<file path="src/rtl/wb_arb.sv">
// Writeback arbiter: round-robin selection among NCH result channels, drives
// the register-file write port, retire and trap pulses, a flush window after
// each trap, and a 64-bit retired-instruction counter.
module wb_arb #(
  parameter int XLEN          = 32,
  parameter int REG_IDX_WIDTH = 5,
  parameter int PC_WIDTH      = 32,
  parameter int NCH           = 3,
  parameter int FLUSH_CYC     = 2
) (
  input  logic                         clk,
  input  logic                         rst_n,
  input  logic [NCH-1:0]               ch_vld_i,
  output logic [NCH-1:0]               ch_rdy_o,
  input  logic [NCH-1:0]               ch_rd_en_i,
  input  logic [NCH*REG_IDX_WIDTH-1:0] ch_rd_idx_i,
  input  logic [NCH*XLEN-1:0]          ch_rd_wdata_i,
  input  logic [NCH*PC_WIDTH-1:0]      ch_pc_i,
  input  logic [NCH-1:0]               ch_excp_i,
  input  logic [NCH*4-1:0]             ch_cause_i,
  output logic                         wb_rd_en_o,
  output logic [REG_IDX_WIDTH-1:0]     wb_rd_idx_o,
  output logic [XLEN-1:0]              wb_rd_wdata_o,
  output logic                         retire_vld_o,
  output logic [PC_WIDTH-1:0]          retire_pc_o,
  output logic                         trap_vld_o,
  output logic [3:0]                   trap_cause_o,
  output logic [PC_WIDTH-1:0]          trap_epc_o,
  output logic                         flush_o,
  output logic [63:0]                  instret_o
);

  localparam int PTR_W = $clog2(NCH);

  typedef enum logic {
    RUN   = 1'b0,
    FLUSH = 1'b1
  } state_t;

  state_t                   state;
  logic [PTR_W-1:0]         rr_ptr;
  logic [3:0]               flush_cnt;

  logic [NCH-1:0]           gnt;
  logic                     gnt_found;
  logic [PTR_W-1:0]         gnt_idx;
  logic [PTR_W-1:0]         nxt_ptr;
  logic                     sel_excp;
  logic                     sel_rd_en;
  logic [REG_IDX_WIDTH-1:0] sel_rd_idx;
  logic [XLEN-1:0]          sel_rd_wdata;
  logic [PC_WIDTH-1:0]      sel_pc;
  logic [3:0]               sel_cause;

  // Round-robin search: first valid channel at or after rr_ptr, wrapping.
  always_comb begin
    gnt       = '0;
    gnt_found = 1'b0;
    gnt_idx   = '0;
    for (int unsigned i = 0; i < int'(NCH); i++) begin
      int unsigned      cand;
      logic [PTR_W-1:0] cand_idx;
      cand     = (int'(rr_ptr) + i) % int'(NCH);
      cand_idx = PTR_W'(cand);
      if (!gnt_found && ch_vld_i[cand_idx]) begin
        gnt_found     = 1'b1;
        gnt_idx       = cand_idx;
        gnt[cand_idx] = 1'b1;
      end
    end
  end

  // Mux the granted channel's fields out of the packed input buses.
  always_comb begin
    sel_rd_idx   = '0;
    sel_rd_wdata = '0;
    sel_pc       = '0;
    sel_cause    = '0;
    for (int unsigned k = 0; k < int'(NCH); k++) begin
      if (gnt[k]) begin
        sel_rd_idx   = ch_rd_idx_i[k*REG_IDX_WIDTH +: REG_IDX_WIDTH];
        sel_rd_wdata = ch_rd_wdata_i[k*XLEN +: XLEN];
        sel_pc       = ch_pc_i[k*PC_WIDTH +: PC_WIDTH];
        sel_cause    = ch_cause_i[k*4 +: 4];
      end
    end
  end

  // Handshake qualifiers and the pointer value following the granted channel.
  always_comb begin
    sel_excp  = |(gnt & ch_excp_i);
    sel_rd_en = |(gnt & ch_rd_en_i);
    nxt_ptr   = (gnt_idx == PTR_W'(NCH - 1)) ? '0 : gnt_idx + 1'b1;
  end

  // Ready: one-hot grant in RUN, drain everything in FLUSH; forced low in reset
  // so no channel can see a handshake while rst_n is asserted.
  always_comb begin
    if (!rst_n) begin
      ch_rdy_o = '0;
    end else if (state == FLUSH) begin
      ch_rdy_o = '1;
    end else begin
      ch_rdy_o = gnt;
    end
  end

  // State, pointer, flush counter and all registered outputs.
  always_ff @(posedge clk or negedge rst_n) begin
    if (!rst_n) begin
      state         <= RUN;
      rr_ptr        <= '0;
      flush_cnt     <= '0;
      wb_rd_en_o    <= 1'b0;
      wb_rd_idx_o   <= '0;
      wb_rd_wdata_o <= '0;
      retire_vld_o  <= 1'b0;
      retire_pc_o   <= '0;
      trap_vld_o    <= 1'b0;
      trap_cause_o  <= '0;
      trap_epc_o    <= '0;
      flush_o       <= 1'b0;
      instret_o     <= '0;
    end else begin
      wb_rd_en_o   <= 1'b0;
      retire_vld_o <= 1'b0;
      trap_vld_o   <= 1'b0;
      case (state)
        RUN: begin
          if (gnt_found) begin
            rr_ptr <= nxt_ptr;
            if (sel_excp) begin
              trap_vld_o   <= 1'b1;
              trap_cause_o <= sel_cause;
              trap_epc_o   <= sel_pc;
              state        <= FLUSH;
              flush_cnt    <= 4'(FLUSH_CYC);
              flush_o      <= 1'b1;
            end else begin
              retire_vld_o <= 1'b1;
              retire_pc_o  <= sel_pc;
              instret_o    <= instret_o + 64'd1;
              if (sel_rd_en && (sel_rd_idx != '0)) begin
                wb_rd_en_o    <= 1'b1;
                wb_rd_idx_o   <= sel_rd_idx;
                wb_rd_wdata_o <= sel_rd_wdata;
              end
            end
          end
        end
        FLUSH: begin
          rr_ptr <= '0;
          if (flush_cnt <= 4'd1) begin
            state     <= RUN;
            flush_cnt <= '0;
            flush_o   <= 1'b0;
          end else begin
            flush_cnt <= flush_cnt - 4'd1;
          end
        end
        default: state <= RUN;
      endcase
    end
  end

endmodule

</file>
<file path="config.mk">
export PLATFORM = sky130hd
export DESIGN_NAME = wb_arb
export DESIGN_NICKNAME = d
export VERILOG_FILES = /design/src/rtl/wb_arb.sv
export SDC_FILE = /design/constraint.sdc
export NUM_CORES = 1
export LEC_CHECK = 0
export BUFFER_PORTS_ARGS = -buffer_cell sky130_fd_sc_hd__clkbuf_2
export CELL_PAD_IN_SITES_DETAIL_PLACEMENT = 2
export CELL_PAD_IN_SITES_GLOBAL_PLACEMENT = 2
export CORE_MARGIN = 2
export CORE_UTILIZATION = 29
export DETAILED_ROUTE_END_ITERATION = 8
export GPL_ROUTABILITY_DRIVEN = 0
export PLACE_DENSITY_LB_ADDON = 0.1
export SKIP_LAST_GASP = 1
export SYNTH_ARGS = -nofsm -noshare
export SYNTH_HDL_FRONTEND = slang
export SYNTH_SLANG_ARGS = --single-unit
</file>
<file path="constraint.sdc">
create_clock -name clk -period 9 [get_ports clk]
set_input_delay 0.45 -clock clk [delete_from_list [all_inputs] [get_ports clk]]
set_output_delay 0.45 -clock clk [all_outputs]
set_load 0.02 [all_outputs]
</file>
=== After elaboration in Yosys (flattened, before gate mapping) ===
Index checks and enable logic that the tools add are counted.

* Multiply operators: 0
* Multiplexer cells: 58
* Shifts and indexed selects: 0
* $add $sub $neg: 5
* Reductions and logical operators: 16
* Div/mod/pow operators: 3
* Magnitude comparators: 7
* Equal/unequal tests: 4
* Bitwise operators: 6

{| class="wikitable"
|+ Operators with widths
! cell !! number
|-
| 2-to-1 mux 32 bit || 6
|-
| adder 64 x 1 -> 64 bit (second input constant) || 1
|-
| remainder unit 32 x 2 -> 32 bit (second input constant) || 2
|-
| remainder unit 2 x 2 -> 32 bit (second input constant) || 1
|-
| 2-to-1 mux 4 bit || 6
|-
| 2-to-1 mux 1 bit || 23
|-
| 2-to-1 mux 3 bit || 5
|-
| 2-to-1 mux 5 bit || 3
|-
| 2-to-1 mux 2 bit || 5
|-
| less-than comparator 2 x 3 -> 1 bit (second input constant) || 3
|-
| AND reduction 3 bit || 3
|-
| one-hot mux 4 bit (2 select lines) || 1
|-
| bitwise AND 3 bit || 2
|-
| binary-select mux 1 bit (select 2 bit) || 3
|-
| demux 1 bit (select 2 bit) || 3
|-
| >= comparator 2 x 1 -> 1 bit (second input constant) || 3
|-
| logical AND 1 bit || 6
|-
| OR 3 bit || 2
|-
| OR reduction 3 bit || 2
|-
| nonzero test 5 bit || 1
|-
| <= comparator 4 x 1 -> 1 bit (second input constant) || 1
|-
| inequality test 2 bit (second input constant) || 2
|-
| one-hot mux 1 bit (2 select lines) || 2
|-
| one-hot mux 2 bit (2 select lines) || 1
|-
| other kinds (10) || 12
|}

* Output and inout port bits: 176
* Bits in latches: 0
* Memories: 0
* Register bits after elaboration: 180
* Bits in writable memories: 0
* Input port bits: 230
* ROM bits: 0

=== Logic depth before layout (Yosys ltp) ===
* Word-level depth: 19
* Gate-level depth with buffers: 14
* Gate-level depth less buffers: 10

=== Least setup slack after synthesis ===
OpenSTA, ideal clock, no wires.

* Path kind: reg2reg
* Start: reg rr_ptr[0]
* End: reg wb_rd_wdata_o[14]
* Setup slack: 5801 ps
* Stages on the path, launching flop included: 15
* Arrival time: 3074 ps
* Library setup time: 125 ps
* Period minus slack after synthesis: 3199 ps
* Cells stage by stage: dfrtp_1 -> inv_1 -> ha_1 -> buf_6 -> and3b_4 -> a32o_1 -> a221oi_2 -> a211o_1 -> o2111ai_1 -> or2_0 -> buf_1 -> a31oi_1 -> buf_6 -> buf_6 -> mux2_2

* Longest elaborated chain between the ends: 16
* Elaborated cells between the ends (all ways): 52
* Those cells by class: add/sub: 2; div: 3; order compare: 6; mux: 24; bitwise: 5; reduce/logical: 12

{| class="wikitable"
|+ Ends and longest elaborated chain
! element !! line !! source
|-
| start: declaration || 41 || <nowiki>logic [PTR_W-1:0] rr_ptr;</nowiki>
|-
| start signal: assignment || 131 || <nowiki>rr_ptr <= nxt_ptr;</nowiki>
|-
| adder 2 x 1 -> 3 bit or remainder unit 2 x 2 -> 32 bit (tied branches) || 63 || <nowiki>cand = (int'(rr_ptr) + i) % int'(NCH);</nowiki>
|-
| remainder unit 32 x 2 -> 32 bit, or another cell as far along || 63 ||
|-
| less-than comparator 2 x 3 -> 1 bit (implied by the code), or another cell as far along || 68 || <nowiki>gnt[cand_idx] = 1'b1;</nowiki>
|-
| logical AND 1 bit (implied by the code), or another cell as far along || 68 ||
|-
| 2-to-1 mux 1 bit (implied by the code), or another cell as far along || 68 ||
|-
| demux 1 bit (select 2 bit), or another cell as far along || 68 ||
|-
| OR 3 bit (no line) or 2-to-1 mux 1 bit (tied branches) || -- ||
|-
| 2-to-1 mux 3 bit or logical NOT 1 bit (tied branches) || 65 || <nowiki>if (!gnt_found && ch_vld_i[cand_idx]) begin</nowiki>
|-
| OR 3 bit (no line) or logical AND 1 bit (tied branches) || -- ||
|-
| 2-to-1 mux 3 bit || 65 ||
|-
| 2-to-1 mux 5 bit (3 in series) || 80 || <nowiki>if (gnt[k]) begin</nowiki>
|-
| nonzero test 5 bit || 143 || <nowiki>if (sel_rd_en && (sel_rd_idx != '0)) begin</nowiki>
|-
| logical AND 1 bit || 143 ||
|-
| AND reduction 4 bit (no line) || -- ||
|-
| end signal: assignment || 146 || <nowiki>wb_rd_wdata_o <= sel_rd_wdata;</nowiki>
|-
| end: declaration || 23 || <nowiki>output logic [XLEN-1:0] wb_rd_wdata_o,</nowiki>
|}

Several ways; a longest one is shown, not always the timed one. The select of a mux whose other input is x is not followed.
A chain may end at the register's enable or synchronous reset.

=== Worst setup path in the final report ===
* Start: reg rr_ptr[0]
* End: reg wb_rd_wdata_o[10]

Same word-level chain as after synthesis.

==> summary.md <==
| Metric | Value |
|---|---|
| Register area share after synthesis | 0.5039 |
| Synth warnings | 0 |
| Height of the die | around 180 um |
| Final instance area | approximately 12000 um^2 |
| Ys async rst share | 1.000 |
| Synth Register Bits | between 150 and 200 |
| Syn Area/Cell | 9.790 um^2 |
| Core area | a little over 30000 um^2 |
| Post-DP Area | ~11000 um^2 |
| Critical path's largest stage delay | a little over 600 ps |
| Max FO, Critical Path | slightly below 80 |
| CTS max path bufs | 2 |
| Post-Syn Nets | ~1200 |
| Slew HR | 0.2162 |
| Critical Path Source | rr_ptr[0] |
| Routed vias/inst | 5.092 |
| Final wirelength | about 36000 um |
| Max-cap check violation count | 0 |
| WP data required | between 9000 and 10000 ps |
| R2R depth | 13 |
| Crit-path cells | inv_1 -> ha_1 -> mux2i_1 -> o21ai_1 -> a221oi_1 -> or2_2 -> buf_4 -> o2111ai_4 -> buf_4 -> or2_0 -> a31oi_4 -> buf_4 -> mux2_2 |
| Arrival @ worst endpoint | 5650 ps |
| Post-cts gate resize count | 0 |
| Largest net degree at the start of global routing | 78 |
| Number of unique standard cell types used by synthesis | just under 60 |
| Hold Path Origin | ch_cause_i[11] |
| Pre-antenna DRT Iters | 4 |
| CTS tree | done |
| Largest cells by area after synthesis | dfrtp_1 50%, o21ai_0 5.9%, nand2_1 4.2% |
| Post-synth EDFFs | 0 |
| Dominant cell type by area after synthesis | dfrtp_1 |
| Syn Std Cell Area | approximately 8900 um^2 |
| Sum Neg Setup Slack | 0 ps |
| Root Driver | clkbuf_16 |
| Synthesis-to-layout area growth | 33.90% |
| Top FF cell, synth | dfrtp_1 |
| Reg-to-Reg End | wb_rd_wdata_o[10] |
| Slew Viols, Final | 0 |
| Setup Buffers After CTS | 0 |
| FMAX | 187.4 MHz |
| Routed len/inst | roughly 21 um |
| Startpoint types | flop |
| Clock skew | between 10 and 15 ps |
| Final Setup Violations | 0 |
| Cell family with the largest share of critical-path delay | buffers and inverters |
| Most used cell, CP | buf_4 |
| H-tree levels | 4 |
| First-pass GRT wire length | around 57000 um |
| Io pins | around 410 |
| Initial Util | 0.2930 |
| CP Buf/Inv Count | 4 |
| Kind of critical path | flop to flop |
| Nets@finish | approximately 1500 |
| Row Count | 64 |
| CTS Hold Bufs | 1 |
| Vias | ~8700 |
| Total track usage | 0.2268 |
| Clock-pin slew on the worst setup and hold paths | approximately 70 ps |
| WHS Endpoint | trap_cause_o[3] |
| Die area | 32240 um^2 |
| Final Hold Fails | 0 |
| R2r startpoint | rr_ptr[0] |
| Overflow after GRT | 0 |
| Port Buf Inserts | 405 |
| Share of the synthesized area in the top cell type | 0.5039 |
| Global route hottest layer | met2 |
| Clock Latency Late Sink | 440 ps |
| Power Density | ~370 nW/um^2 |
| Grt met1 use | 0.2716 |
| Critical Path End Type | flop |
| Measured slew at the worst slew-check pin | 1165 ps |
| Filler instances | approximately 3500 |
| Reg-to-reg setup timing slack | roughly 3700 ps |
| Antenna violations before repair | 7 |
| # DRC | 0 |
| Most common cell after layout, fill and taps aside | clkbuf_2 |
| Commonest non-fill, non-tap cells in the layout | 404 x clkbuf_2, 180 x dfrtp_1, 105 x o21ai_0 |
| Die W | roughly 180 um |
| Slowest cell on the critical path | buf_4 |
| M2 GR Usage | 0.3962 |
| CTS sink cnt | 180 |
| TritonCTS buffer count | 17 |
| Vias in the first global route | about 9400 |
| Tightest Hold Check Type | input pin to flop |
| Number of routed nets with antenna violations | 0 |
| Starting DRT DRC Count | 319 |
| Period utilization | 0.5930 |
| RSZ-0062 raised after global routing | false |
| Final min period | between 5000 and 6000 ps |
| Cells after synthesis | about 910 |
| Status | finished, final reports clean |
| Max IR drop VDD | 184.9 uV |
| Fraction of layout cells with a size suffix above 1 | 0.3815 |
| M3 GR Usage | 0.06361 |
| HPWL after DPL | 27530 um |
| Hold depth | 3 |
| LEAKAGE | 0.005861 uW |
registers in the layout (all words and copies together) (netlist names):
name           flops
retire_pc_o       32
trap_vld_o         1
wb_rd_en_o         1
retire_vld_o       1
rr_ptr             2
trap_cause_o       4
wb_rd_idx_o        5
state              1
flush_o            1
wb_rd_wdata_o     32
flush_cnt          4
trap_epc_o        32
instret_o         64
through the flow:
stage / util / power [uW] / setup slack (ps) / hold WS (ps) / std cells
after floorplan: - / 2778 / 5801 / 154.4 / 913
after global placement: 0.3714 / 3618 / 3657 / 417.4 / 1663
after detailed placement: 0.3714 / 3687 / 3526 / 427.5 / 1663
after CTS: 0.3918 / 4503 / 3465 / 291.8 / 1696
after global routing: 0.3921 / 4756 / 3194 / 308.4 / 1699
final: 0.3923 / 4404 / 3663 / 310.7 / 1702
synthesized netlist by cell type (4+ instances only):
cell / instances
buf_2: 4
nand3_1: 25
dfrtp_1: 180
and3_1: 9
o32ai_1: 6
a21oi_1: 4
mux2_2: 32
buf_1: 17
o31ai_1: 7
nor2_1: 100
clkbuf_1: 35
o21a_1: 4
o21ai_0: 105
buf_6: 5
inv_1: 27
xnor2_1: 32
nand2_1: 100
a221oi_1: 41
ha_1: 7
nor3_1: 27
a221o_1: 33
xor2_1: 31
and4_1: 5
nand4_1: 21
nand2b_1: 6
how the worst max path moves through the flow:
stage / endpoint / slack (ps) / cells after the start
2_1_floorplan: wb_rd_wdata_o[14] / 5800 / 14
5_1_grt: wb_rd_wdata_o[10] / 3190 / 13
3_5_place_dp: wb_rd_wdata_o[4] / 3530 / 13
4_1_cts: wb_rd_wdata_o[10] / 3460 / 13
3_3_place_gp: wb_rd_wdata_o[23] / 3660 / 13
6_report: wb_rd_wdata_o[10] / 3660 / 13
layout make-up:
type	count	area, um^2	area share
Tap cell	396	495.5	0.04140
Timing Repair Buffer	417	2128	0.1778
Multi-Input combinational cell	644	4110	0.3434
Sequential cell	180	4504	0.3763
Clock inverter	15	188.9	0.01579
Clock buffer	17	425.4	0.03554
Inverter	27	101.3	0.008467
Antenna cell	6	15.01	0.001254
worst register-to-register path, delay by kind of cell (launching register included):
kind | cells | cell delay, ps
buffers and inverters | 4 | 1620
AOI/OAI and AO/OA | 4 | 1360
muxes | 2 | 660
and+or+nand+nor | 2 | 650
adders and majority gates | 1 | 540
DFF | 1 | 400
metal layers:
layer,vias up,wire (um)
met5,-,13
met4,2,719
met3,35,2296
met2,272,18520
met1,4331,14660
li1,4027,-
cells by family after synthesis:
group                      count (synthesis)  share of synthesized area
adders and majority gates                  7                   0.009798
xor gates and xnor gates                  63                    0.06173
and+or+nand+nor                          316                     0.1631
buffers and inverters                     89                    0.04255
DFF                                      180                     0.5039
AOI/OAI and AO/OA                        221                     0.1723
muxes                                     37                    0.04661
where the power goes:
| group | switching [uW] | leakage (uW) | internal, uW | total (uW) |
|---|---|---|---|---|
| Combinational | 1580 | 0.00329 | 799 | 2380 |
| Sequential | 171 | 0.00228 | 1070 | 1240 |
| Clock | 364 | 0.000293 | 423 | 787 |
| Total | 2110 | 0.00586 | 2290 | 4400 |
Note: power is estimated with default switching activity, not from simulation.
